### config.mk
export PLATFORM = sky130hd
export DESIGN_NAME = lsu_mem_ctrl
export DESIGN_NICKNAME = d
export VERILOG_FILES = /design/src/rtl/lsu_mem_ctrl.sv
export SDC_FILE = /design/constraint.sdc
export NUM_CORES = 1
export LEC_CHECK = 0
export CAP_MARGIN = 5
export CORE_MARGIN = 2
export CORE_UTILIZATION = 40
export DETAILED_ROUTE_END_ITERATION = 8
export PLACE_DENSITY = 0.77
export REMOVE_ABC_BUFFERS = 1
export SETUP_SLACK_MARGIN = 0.3
export SLEW_MARGIN = 10
export SYNTH_ARGS = -nofsm -noshare
export SYNTH_HDL_FRONTEND = slang
export SYNTH_SLANG_ARGS = --single-unit
### constraint.sdc
create_clock -name clk -period 4.8 [get_ports clk]
set_clock_uncertainty 0.15 [all_clocks]
set_input_delay 1.44 -clock clk [delete_from_list [all_inputs] [get_ports clk]]
set_output_delay 1.44 -clock clk [all_outputs]
set_load 0.01 [all_outputs]
### src/rtl/lsu_mem_ctrl.sv
// Load/store initiator: RV32I byte/half/word requests mapped onto a word-only data memory.
// Optional MISALIGN_TRAP_EN turns misaligned H/W accesses into errors instead of clearing low bits.
module lsu_mem_ctrl #(
   parameter int unsigned          ADDR_W    = 32,
   parameter logic [ADDR_W-1:0]    BASE_ADDR = '0,
   parameter int unsigned          MEM_WORDS = 256
) (
   input  logic              clk,
   input  logic              rst_n,
   input  logic              req_valid,
   output logic              req_ready,
   input  logic              req_we,
   input  logic [2:0]        req_funct3,
   input  logic [ADDR_W-1:0] req_addr,
   input  logic [31:0]       req_wdata,
   output logic              rsp_valid,
   output logic [31:0]       rsp_rdata,
   output logic              rsp_err,
   output logic [ADDR_W-1:0] mem_address,
   output logic [31:0]       mem_write_data,
   output logic              mem_write,
   output logic              mem_read,
   input  logic [31:0]       mem_read_data
);

   typedef enum logic [1:0] {StIdle, StRd, StWr, StResp} state_e;

   localparam logic [ADDR_W:0] MemWordsW = (ADDR_W+1)'(MEM_WORDS);

   state_e              state_q, state_d;
   logic                we_q, we_d;
   logic [2:0]          funct3_q, funct3_d;
   logic [ADDR_W-1:0]   off_q, off_d;
   logic [31:0]         wdata_q, wdata_d;
   logic [31:0]         rword_q, rword_d;
   logic                err_q, err_d;

   logic [ADDR_W-1:0]   req_off;
   logic                funct3_illegal;
   logic                range_err;
   logic                misalign_err;
   logic                req_err;
   logic [1:0]          lane;
   logic [ADDR_W-1:0]   word_addr;
   logic [7:0]          byte_sel;
   logic [15:0]         half_sel;
   logic [31:0]         load_data;
   logic [31:0]         merged;

   // Request decode, evaluated only when a request is being accepted in IDLE.
   assign req_off = req_addr - BASE_ADDR;

   always_comb begin
      funct3_illegal = 1'b1;
      case (req_funct3)
         3'b000, 3'b001, 3'b010: funct3_illegal = 1'b0;
         3'b100, 3'b101:         funct3_illegal = req_we;
         default:                funct3_illegal = 1'b1;
      endcase
   end

   // Subtraction wraps modulo 2^ADDR_W, so underflow is caught by the explicit compare.
   assign range_err = ({1'b0, (req_off >> 2)} >= MemWordsW) || (req_addr < BASE_ADDR);

`ifdef MISALIGN_TRAP_EN
   assign misalign_err = ((req_funct3[1:0] == 2'b01) && req_off[0]) ||
                         ((req_funct3[1:0] == 2'b10) && (req_off[1:0] != 2'b00));
`else
   assign misalign_err = 1'b0;
`endif

   assign req_err   = funct3_illegal || range_err || misalign_err;
   assign lane      = off_q[1:0];
   assign word_addr = {off_q[ADDR_W-1:2], 2'b00};

   // Halfword selection uses lane[1] only, which also clears lane[0] when misalignment is not trapped.
   assign byte_sel = rword_q[{lane, 3'b000} +: 8];
   assign half_sel = rword_q[{lane[1], 4'b0000} +: 16];

   always_comb begin
      load_data = rword_q;
      case (funct3_q)
         3'b000:  load_data = {{24{byte_sel[7]}}, byte_sel};
         3'b100:  load_data = {24'h000000, byte_sel};
         3'b001:  load_data = {{16{half_sel[15]}}, half_sel};
         3'b101:  load_data = {16'h0000, half_sel};
         default: load_data = rword_q;
      endcase
   end

   always_comb begin
      merged = rword_q;
      case (funct3_q[1:0])
         2'b00:   merged[{lane, 3'b000} +: 8]      = wdata_q[7:0];
         2'b01:   merged[{lane[1], 4'b0000} +: 16] = wdata_q[15:0];
         default: merged = wdata_q;
      endcase
   end

   always_comb begin
      state_d        = state_q;
      we_d           = we_q;
      funct3_d       = funct3_q;
      off_d          = off_q;
      wdata_d        = wdata_q;
      rword_d        = rword_q;
      err_d          = err_q;
      req_ready      = 1'b0;
      rsp_valid      = 1'b0;
      rsp_rdata      = 32'h0;
      rsp_err        = 1'b0;
      mem_address    = '0;
      mem_write_data = 32'h0;
      mem_write      = 1'b0;
      mem_read       = 1'b0;

      case (state_q)
         StIdle: begin
            req_ready = 1'b1;
            if (req_valid) begin
               we_d     = req_we;
               funct3_d = req_funct3;
               off_d    = req_off;
               wdata_d  = req_wdata;
               err_d    = req_err;
               if (req_err) begin
                  state_d = StResp;
               end else if (!req_we || (req_funct3[1:0] != 2'b10)) begin
                  state_d = StRd;
               end else begin
                  state_d = StWr;
               end
            end
         end
         StRd: begin
            mem_read    = 1'b1;
            mem_address = word_addr;
            rword_d     = mem_read_data;
            state_d     = we_q ? StWr : StResp;
         end
         StWr: begin
            mem_write      = 1'b1;
            mem_address    = word_addr;
            mem_write_data = merged;
            state_d        = StResp;
         end
         StResp: begin
            rsp_valid = 1'b1;
            rsp_err   = err_q;
            rsp_rdata = (err_q || we_q) ? 32'h0 : load_data;
            state_d   = StIdle;
         end
         default: state_d = StIdle;
      endcase
   end

   always_ff @(posedge clk or negedge rst_n) begin
      if (!rst_n) begin
         state_q  <= StIdle;
         we_q     <= 1'b0;
         funct3_q <= 3'b000;
         off_q    <= '0;
         wdata_q  <= 32'h0;
         rword_q  <= 32'h0;
         err_q    <= 1'b0;
      end else begin
         state_q  <= state_d;
         we_q     <= we_d;
         funct3_q <= funct3_d;
         off_q    <= off_d;
         wdata_q  <= wdata_d;
         rword_q  <= rword_d;
         err_q    <= err_d;
      end
   end

   a_rd_wr_excl: assert property (@(posedge clk) disable iff (!rst_n) !(mem_read && mem_write));
   a_rsp_pulse:  assert property (@(posedge clk) disable iff (!rst_n) rsp_valid |=> !rsp_valid);

endmodule
==> results of run 1 <==
## flip-flops by register name, indices dropped and copies added (netlist names)
name      flops
off_q        32
rword_q      32
state_q       2
funct3_q      3
wdata_q      32
err_q         1
we_q          1
## cells in the final DEF, fill, tap and decap left out, types with 18 or more instances in the layout
master and count:
a21oi_1 20, a22oi_1 18, and2_1 34, buf_4 22, clkdlybuf4s50_1 200, dfrtp_1 100, inv_1 24, mux2_2 93
mux2i_1 18, nand2_1 32, nor2_1 25, nor2b_1 25, o21ai_0 18
## cell families after synthesis
group,after synthesis
AND/OR/NAND/NOR,134
adder cells (fa/ha/maj),9
AO/OA/AOI/OAI,147
multiplexers,112
other,1
buffers and inverters,70
flip-flops,103
## critical path, stage by stage (launching register included)
cell,delay [ns]
dfrtp_2,0.43
inv_1,0.11
ha_1,0.36
and4b_2,0.34
a22o_1,0.20
a222oi_1,0.42
nor2b_1,0.08
clkdlybuf4s50_1,0.49
## layout make-up
type,count,area (sq um),area share
diodes,1,2.50,0.000287
repair buffers,223,2190,0.251
clock buffers,12,256,0.0294
clock inverters,4,77.6,0.00890
inverters,24,90.1,0.0103
multi-input cells,404,3280,0.377
well taps,188,235,0.0270
flip-flops and latches,103,2580,0.296
## per-stage QoR
stage | std cells | total power [mW] | instance area (sq um)
after floorplan | 531 | 3.68 | 5940
final | 959 | 6.05 | 8710
after global routing | 959 | 6.43 | 8710
after detailed placement | 937 | 5.14 | 8330
after global placement | 937 | 5.05 | 8330
after CTS | 954 | 6.02 | 8670
## repair_timing
action / 4_1_cts / 5_1_grt
setup endpoints to repair: 2 / 11
hold endpoints to repair: 0 / 0
setup buffers: 1 / 4
resized for setup: 1 / 2
pin swaps: 0 / 0
## routing by layer
layer  routed length (um)  up-vias
li1                     -     2500
met3                 1830       29
met5                    0        -
met1                 8290     2708
met4                  402        0
met2                 9650      283
## power by group through the flow
stage	sequential, mW	clock [mW]	combinational (mW)
2_1_floorplan	1.72	0	1.96
3_3_place_gp	1.75	0	3.30
3_5_place_dp	1.79	0	3.35
4_1_cts	1.76	0.837	3.42
5_1_grt	1.83	0.869	3.74
6_report	1.78	0.824	3.45
## worst paths after layout
path / endpoint / slack (ns) / cells after the start
worst max-delay path: mem_write_data[13] / 0.43 / 7
worst min-delay path: off_q[6] / 0.36 / 1
worst max register to register: state_q[1] / 2.32 / 5
worst min register to register: off_q[6] / 0.36 / 1
max in group asynchronous: wdata_q[27] / 2.62 / 2
min in group asynchronous: off_q[20] / 1.04 / 1
==> metrics.md, run 1 <==
| Metric | Value |
|---|---|
| CTS tree | yes |
| Overall global routing resource usage | 0.250 |
| GRT Max-Usage Layer | met2 |
| Top Ports | 204 |
| Fin crit share | 0.910 |
| Core Rows | 45 |
| Reg power frac | 0.294 |
| Gpl congestion | 0.833 |
| Hold wc startpoint | off_q[6] |
| RSZ-0062 raised after global routing | no |
| Die area | 16400 sq um |
| Detailed Route WL | between 20000 and 25000 um |
| Clock buffer depth | 2 |
| Post-DP HPWL | 14500 um |
| Net Sw Power | 2.45 mW |
| Clk pwr share | 0.136 |
| Global-route wire length before repair | 31700 um |
| Filler cells | 1252 |
| Share of layout cells above drive strength 1 | 0.208 |
| Critical Setup Path Class | reg -> out |
| Compound-Gate Fraction of Synth Area | 0.194 |
| Max_slew headroom | 0.417 |
| Worst slew pin tran | 0.875 ns |
| Final WS setup | 0.432 ns |
| Post-synth EDFFs | 0 |
| Count of hold-fix buffers inserted at cts | 0 |
| Comb pwr share | 0.570 |
| Mux cell area share after synthesis | 0.202 |
| Main combinational cell family by area after synthesis | multiplexers |
| Vias per cell | 5.76 |
| Synth cell types | between 40 and 50 |
| Global Route met2 Usage | 0.412 |
| Max-Cap Viols | 0 |
| Synth cell count leaders | dfrtp_1 (103), mux2_2 (93), and2_1 (34), nand2_1 (33) |
| CP Capture Type | output port |
| M3 GR Usage | 0.0664 |
| Syn Area/Cell | 10.7 sq um |
| Inserted Clock Buffers | 9 |
| Pin count of the biggest net entering global routing | 67 |
| Post-synthesis cell count | 576 |
| Synth async-reset ratio | 1.00 |
| HP Class | reg -> reg |
| Synth area leader | dfrtp_1 |
| Worst EP arrival | 2.78 ns |
| Initial core utilization | 0.407 |
| CP max FO | 8 |
| CTS clock-pin slew for the worst setup and hold paths | 0.07 ns |
| Die height | 128 um |
| CTS root buf | clkbuf_16 |
| Post-route ant nets | 0 |
| Core ar. | between 15000 and 20000 sq um |
| Post-Synthesis Cell Area | 6140 sq um |
| Worst Path Required | 3.21 ns |
| P per Cell Area | between 600 and 700 nW/um^2 |
| Total vias in the final route | 5520 |
| Hold WS | between 0.3 and 0.4 ns |
| Largest cells by area after synthesis | dfrtp_1 (42%), mux2_2 (17%), and2_1 (3.5%) |
| Min Tclk post-route | 4.37 ns |
| Area share of fa/ha/maj cells after synthesis | 0.0183 |
| Clock sinks | between 100 and 150 |
| Final Util | 0.577 |
| Place WS | between 0.6 and 0.7 ns |
| Yosys top cell area share | 0.419 |
| Initial antenna violation count | 1 |
| F_max | 229 MHz |
| H-tree Lvls | 3 |
| Internal power | 3.60 mW |
| Buffers on Ports | ~200 |
| Die X | 128 um |
| Switching share of power | 0.405 |
| Worst R2R Start | state_q[0] |
| Synth Area in XOR/XNOR | 0 |
| Yosys reg bits | just over 100 |
| Vias in the first global route | slightly below 6000 |
| Layout Nets | 877 |
| Status | finished, final reports clean |
| Initial DRT Pass Iterations | 5 |
| Synth Warn # | 0 |
| Residual DRC | 0 |
| Register area share after synthesis | 0.419 |
| VDD IR-drop max | 0.354 mV |
| Total negative slack | 0 ns |
| Worst skew pair latency | 0.35 ns |
| Grt total ovfl | 0 |
| Most frequent cell after synthesis | dfrtp_1 |
| Area delta synth->final | 41.8% |
| Avg WL per Cell | 21.0 um |
| Max-slew violation count | 0 |
| Initial drt markers | 626 |
| Final setup vio count | 0 |
| Critical path startpoint category | flop |
| CP Launch Point | off_q[0] |
| Main synth FF type | dfrtp_1 |
| Met1 Usage GRT | 0.318 |
| P_leak | 3.66 nW |
| Synth Area in Simple Gates | 0.117 |
| Fin. Hold Viols | 0 |
Note: power is estimated with default switching activity, not from simulation.
==> run 2: changes to the inputs <==
--- a/config.mk
+++ b/config.mk
@@ -10,7 +10,6 @@
 export CORE_UTILIZATION = 40
 export DETAILED_ROUTE_END_ITERATION = 8
 export PLACE_DENSITY = 0.77
-export REMOVE_ABC_BUFFERS = 1
 export SETUP_SLACK_MARGIN = 0.3
 export SLEW_MARGIN = 10
 export SYNTH_ARGS = -nofsm -noshare
==> run 2 against run 1 <==
- sequential share of layout area is 0.20 points higher
- highest routed layer unchanged
- die area stayed put
- fmax is 0.30% higher
- clock power is 6.2% lower
==> metrics.md, run 2 (synthesis gave the netlist of run 1 again) <==
| Metric | Value |
|---|---|
| Status | finished, final reports clean (unchanged) |
| CP Capture Type | output port (unchanged) |
| P_leak | 3.62 nW (was 3.66 nW) |
| Clock sinks | 103 (unchanged) |
| Hold WS | 0.355 ns (was 0.356 ns) |
| Layout Nets | 871 (was 877) |
| Fin crit share | 0.907 (was 0.910) |
| Worst skew pair latency | 0.35 ns (about the same) |
| Worst EP arrival | 2.77 ns (was 2.78 ns) |
| Die X | 128 um (unchanged) |
| Global-route wire length before repair | 30700 um (was 31700 um) |
| Residual DRC | 0 (unchanged) |
| RSZ-0062 raised after global routing | no (unchanged) |
| Core Rows | 45 (unchanged) |
| Top Ports | 204 (unchanged) |
| Final setup vio count | 0 (unchanged) |
| Max-Cap Viols | 0 (unchanged) |
| Worst slew pin tran | 0.759 ns (was 0.875 ns) |
| Detailed Route WL | 20000 um (was 20200 um) |
| H-tree Lvls | 3 (unchanged) |
| Avg WL per Cell | 21.1 um (was 21.0 um) |
| Share of layout cells above drive strength 1 | 0.199 (was 0.208) |
| Core ar. | 15100 sq um (unchanged) |
| Final Total Pwr | 6.02 mW (was 6.05 mW) |
| Final antenna diode count | 0 (was 1) |
| Die height | 128 um (unchanged) |
| Most frequent cells in the layout | clkdlybuf4s50_1 (200), dfrtp_1 (101), mux2_2 (93), and2_1 (34), nand2_1 (32) (was clkdlybuf4s50_1 (200), dfrtp_1 (100), mux2_2 (93), and2_1 (34), nand2_1 (32)) |
| Total negative slack | 0 ns (unchanged) |
| Worst Path Required | 3.21 ns (about the same) |
| Initial core utilization | 0.407 (unchanged) |
| Total vias in the final route | 5473 (was 5520) |
| Vias per cell | 5.75 (was 5.76) |
| Max_slew headroom | 0.494 (was 0.417) |
| Final Util | 0.573 (was 0.577) |
| Vias in the first global route | 5520 (was 5819) |
| Grt total ovfl | 0 (unchanged) |
| F_max | 230 MHz (was 229 MHz) |
| Buffers on Ports | 201 (unchanged) |
| CTS clock-pin slew for the worst setup and hold paths | 0.07 ns (about the same) |
| CTS root buf | clkbuf_16 (unchanged) |
| Overall global routing resource usage | 0.246 (was 0.250) |
| CTS tree | yes (unchanged) |
| Critical Setup Path Class | reg -> out (unchanged) |
| Gpl congestion | 0.960 (was 0.833) |
| Max-slew violation count | 0 (unchanged) |
| Critical path startpoint category | flop (unchanged) |
| Fin. Hold Viols | 0 (unchanged) |
| P per Cell Area | 696 nW/um^2 (was 695 nW/um^2) |
| VDD IR-drop max | 0.406 mV (was 0.354 mV) |
| Biggest registers after layout | off_q (32), rword_q (32), wdata_q (32) (unchanged) |
| Die area | 16400 sq um (unchanged) |
| Initial DRT Pass Iterations | 6 (was 5) |
| HP Class | reg -> reg (unchanged) |
| Post-DP HPWL | 14600 um (was 14500 um) |
| Commonest non-fill, non-tap cell in the layout | clkdlybuf4s50_1 (unchanged) |
| Initial antenna violation count | 0 (was 1) |
| Inserted Clock Buffers | 9 (unchanged) |
| CP max FO | 8 (unchanged) |
| Min Tclk post-route | 4.36 ns (was 4.37 ns) |
| Post-route ant nets | 0 (unchanged) |
| Clock buffer depth | 2 (unchanged) |
| Initial drt markers | 499 (was 626) |
| Pin count of the biggest net entering global routing | 60 (was 67) |
| Area delta synth->final | 40.8% (was 41.8%) |
## run 2: timing repair
| action | CTS | global route |
|---|---|---|
| endpoints found under the hold margin | 0 | 0 |
| buffers inserted | 1 | 2 |
| endpoints found under the setup margin | 2 | 3 |
| gates resized for setup | 1 | 2 |
| hold buffers | 0 | 0 |
| pin swaps | 1 | 0 |
## run 2: worst max-delay path, cell delays in order (launching register included)
cell and delay (ns):
dfrtp_2 0.43, inv_1 0.12, ha_1 0.36, and4b_1 0.40, a22o_1 0.18, nand2_1 0.05
a21boi_0 0.28, clkdlybuf4s50_1 0.60
## run 2: final cells by class
cell class                 instances  area (sq um)
inverter                          24          90.1
timing repair buffer             217          2150
clock buffer                      12           256
sequential                       103          2580
tap                              188           235
fill                            1311          6440
clock inverter                     4          53.8
multi-input combinational        404          3280
## run 2: power breakdown
part	switching, mW	internal [mW]
logic	1.57	1.77
clock network	0.337	0.435
registers	0.596	1.31
## run 2: through the flow
stage | std cells | setup WS (ns) | instance area (sq um)
3_3_place_gp | 933 | 0.790 | 8300
3_5_place_dp | 933 | 0.697 | 8300
5_1_grt | 952 | 0.312 | 8650
6_report | 952 | 0.445 | 8650
4_1_cts | 950 | 0.397 | 8630
2_1_floorplan | 577 | 1.14 | 6150
## run 2: per-layer routing
metal  GRT usage  up-vias  share of wire
li1            -     2486              -
met1       0.312     2645           0.41
met2       0.403      304           0.47
met3      0.0714       38          0.089
met4      0.0853        0          0.029
met5           0        -              0
## run 2: path summary, 6_finish.rpt
check / from / to / slack [ns] / cells after the start
setup / recovery: off_q[0] / mem_write_data[15] / 0.44 / 7
hold / removal: off_q[3] / off_q[3] / 0.35 / 1
setup reg to reg: state_q[0] / state_q[0] / 2.55 / 5
hold reg to reg: off_q[3] / off_q[3] / 0.35 / 1
max in group asynchronous: rst_n / off_q[0] / 2.65 / 2
min in group asynchronous: rst_n / rword_q[30] / 1.01 / 1
==> run 3: changes to the inputs <==
--- a/config.mk
+++ b/config.mk
@@ -8,7 +8,9 @@
 export CAP_MARGIN = 5
 export CORE_MARGIN = 2
 export CORE_UTILIZATION = 40
+export CTS_BUF_LIST = sky130_fd_sc_hd__clkbuf_16
 export DETAILED_ROUTE_END_ITERATION = 8
+export HOLD_SLACK_MARGIN = 0.08
 export PLACE_DENSITY = 0.77
 export SETUP_SLACK_MARGIN = 0.3
 export SLEW_MARGIN = 10
==> run 3 against run 2 <==
- hold slack worse by 0.0039 ns
- clock-buffer cell count fell by 3
- core utilization fell by 0.13 points
- sequential power hardly changed
- critical path depth unchanged
- worst setup slack got worse by 0.020 ns
- sequential cell count did not move
- sequential share of layout area is 0.069 points higher
- combinational power barely moved
- clock power fell by 4.8%
==> metrics.md, run 3 (synthesis gave the netlist of run 1 again) <==
| Metric | Value |
|---|---|
| Clock sinks | 103 (unchanged) |
| Area delta synth->final | 40.4% (was 40.8%) |
| Die area | 16400 sq um (unchanged) |
| Hold wc startpoint | off_q[7] (was off_q[3]) |
| Hold endpoint | off_q[7] (was off_q[3]) |
| Vias per cell | 5.79 (was 5.75) |
| Min Tclk post-route | 4.38 ns (was 4.36 ns) |
| Share of layout cells above drive strength 1 | 0.196 (was 0.199) |
| CTS clock-pin slew for the worst setup and hold paths | 0.07 ns (about the same) |
| Biggest registers after layout | off_q (32), rword_q (32), wdata_q (32) (unchanged) |
| Critical path startpoint category | flop (unchanged) |
| M3 GR Usage | 0.0714 (unchanged) |
| Gpl congestion | 0.960 (unchanged) |
| Fin crit share | 0.912 (was 0.907) |
| Fin. Hold Viols | 0 (unchanged) |
| Status | finished, final reports clean (unchanged) |
| Avg WL per Cell | 20.9 um (was 21.1 um) |
| Met1 Usage GRT | 0.311 (was 0.312) |
| Initial DRT Pass Iterations | 5 (was 6) |
| HP Class | reg -> reg (unchanged) |
| Die height | 128 um (unchanged) |
| Max-Cap Viols | 0 (unchanged) |
| Worst slew pin tran | 0.761 ns (was 0.759 ns) |
| Final antenna diode count | 0 (unchanged) |
| F_max | 229 MHz (was 230 MHz) |
| P per Cell Area | 692 nW/um^2 (was 696 nW/um^2) |
| Vias in the first global route | 5526 (was 5520) |
| GRT Max-Usage Layer | met2 (unchanged) |
| Worst EP arrival | 2.79 ns (was 2.77 ns) |
| Max_slew headroom | 0.493 (was 0.494) |
| Initial drt markers | 511 (was 499) |
| Worst skew pair latency | 0.35 ns (about the same) |
| Initial core utilization | 0.407 (unchanged) |
| Worst R2R Setup Slack | 2.55 ns (about the same) |
| Buffers on Ports | 201 (unchanged) |
| Core ar. | 15100 sq um (unchanged) |
| H-tree Lvls | 3 (unchanged) |
| Die X | 128 um (unchanged) |
| Total negative slack | 0 ns (unchanged) |
| Grt total ovfl | 0 (unchanged) |
| Initial antenna violation count | 0 (unchanged) |
| P_leak | 3.61 nW (was 3.62 nW) |
| Core Rows | 45 (unchanged) |
| Global-route wire length before repair | 30700 um (about the same) |
| CTS root buf | clkbuf_16 (unchanged) |
| CTS tree | yes (unchanged) |
| Top Ports | 204 (unchanged) |
| Most frequent cells in the layout | clkdlybuf4s50_1 (200), dfrtp_1 (101), mux2_2 (93), and2_1 (34), nand2_1 (32) (unchanged) |
| CP max FO | 8 (unchanged) |
| Clock buffer depth | 2 (unchanged) |
| CP Capture Type | output port (unchanged) |
| VDD IR-drop max | 0.396 mV (was 0.406 mV) |
| R2r endpoint | state_q[0] (unchanged) |
| Hold WS | 0.351 ns (was 0.355 ns) |
| Filler cells | 1314 (was 1311) |
| Max-slew violation count | 0 (unchanged) |
| Hold Path Depth | 1 (unchanged) |
| Global Route met2 Usage | 0.403 (about the same) |
| Pin count of the biggest net entering global routing | 60 (unchanged) |
| Commonest non-fill, non-tap cell in the layout | clkdlybuf4s50_1 (unchanged) |
| Inserted Clock Buffers | 9 (unchanged) |
| Critical Setup Path Class | reg -> out (unchanged) |
| Post-DP HPWL | 14600 um (unchanged) |
| Detailed Route WL | 19900 um (was 20000 um) |
| RSZ-0062 raised after global routing | no (unchanged) |
| Residual DRC | 0 (unchanged) |
| Final setup vio count | 0 (unchanged) |
| Overall global routing resource usage | 0.246 (about the same) |
| Worst Path Required | 3.21 ns (about the same) |
| Worst R2R Start | state_q[0] (unchanged) |
| Post-route ant nets | 0 (unchanged) |
| Worst R2R Path Depth | 5 (unchanged) |
| Total vias in the final route | 5516 (was 5473) |
| Layout Nets | 871 (unchanged) |
[run 3: cell count changes in the layout (fill, tap and decap cells not counted), sizes merged]
cell,previous run,this run
clkbuf,12,9
inv,25,26
clkinv,0,2
[run 3: where the power goes]
group / switching, mW / leakage [nW] / internal [mW] / total [mW]
clock: 0.334 / 0.138 / 0.401 / 0.736
combinational: 1.57 / 2.25 / 1.77 / 3.34
sequential: 0.590 / 1.22 / 1.31 / 1.90
total: 2.49 / 3.61 / 3.48 / 5.97
[run 3: critical path, stage by stage (launching register included)]
cell             delay, ns
dfrtp_2               0.43
inv_1                 0.12
ha_1                  0.36
and4b_1               0.32
a22o_1                0.21
a222oi_1              0.39
nor2b_1               0.10
clkdlybuf4s50_1       0.50
[run 3: worst max path at each step]
stage	from	to	slack (ns)	depth (start not counted)
finish	off_q[0]	mem_write_data[10]	0.42	7
global route	off_q[0]	mem_write_data[31]	0.31	8
CTS	off_q[0]	mem_write_data[31]	0.40	8
detailed placement	off_q[1]	rsp_rdata[21]	0.70	6
global placement	off_q[0]	mem_write_data[31]	0.79	8
floorplan	off_q[1]	mem_write_data[13]	1.14	9
[run 3: timing repair]
| item | in CTS | in global routing |
|---|---|---|
| resized for setup | 1 | 2 |
| endpoints found under the setup margin | 2 | 3 |
| pin swaps | 1 | 0 |
| hold buffers | 0 | 0 |
| buffers inserted | 1 | 2 |
[run 3: layout make-up]
| class | count | area (sq um) | area share |
|---|---|---|---|
| multi-input cells | 404 | 3280 | 0.380 |
| flip-flops and latches | 103 | 2580 | 0.299 |
| repair buffers | 217 | 2150 | 0.250 |
| well taps | 188 | 235 | 0.0273 |
| clock buffers | 9 | 225 | 0.0261 |
| inverters | 24 | 90.1 | 0.0104 |
| clock inverters | 7 | 65.1 | 0.00754 |
[run 3: metal layers]
metal | vias to the layer above | wire length (um)
met1 | 2687 | 8050
met4 | 0 | 576
met3 | 43 | 1840
met5 | - | 0
li1 | 2483 | -
met2 | 303 | 9460
[run 3: stage by stage]
step                instance area [sq um]  cells  worst slack, ns  utilization  total power [mW]
finish                               8630    952            0.424        0.572              5.97
global route                         8630    952            0.312        0.572              6.34
CTS                                  8610    950            0.397        0.570              5.95
detailed placement                   8300    933            0.697        0.550              5.18
global placement                     8300    933            0.790        0.550              5.10
floorplan                            6150    577             1.14            -              3.75
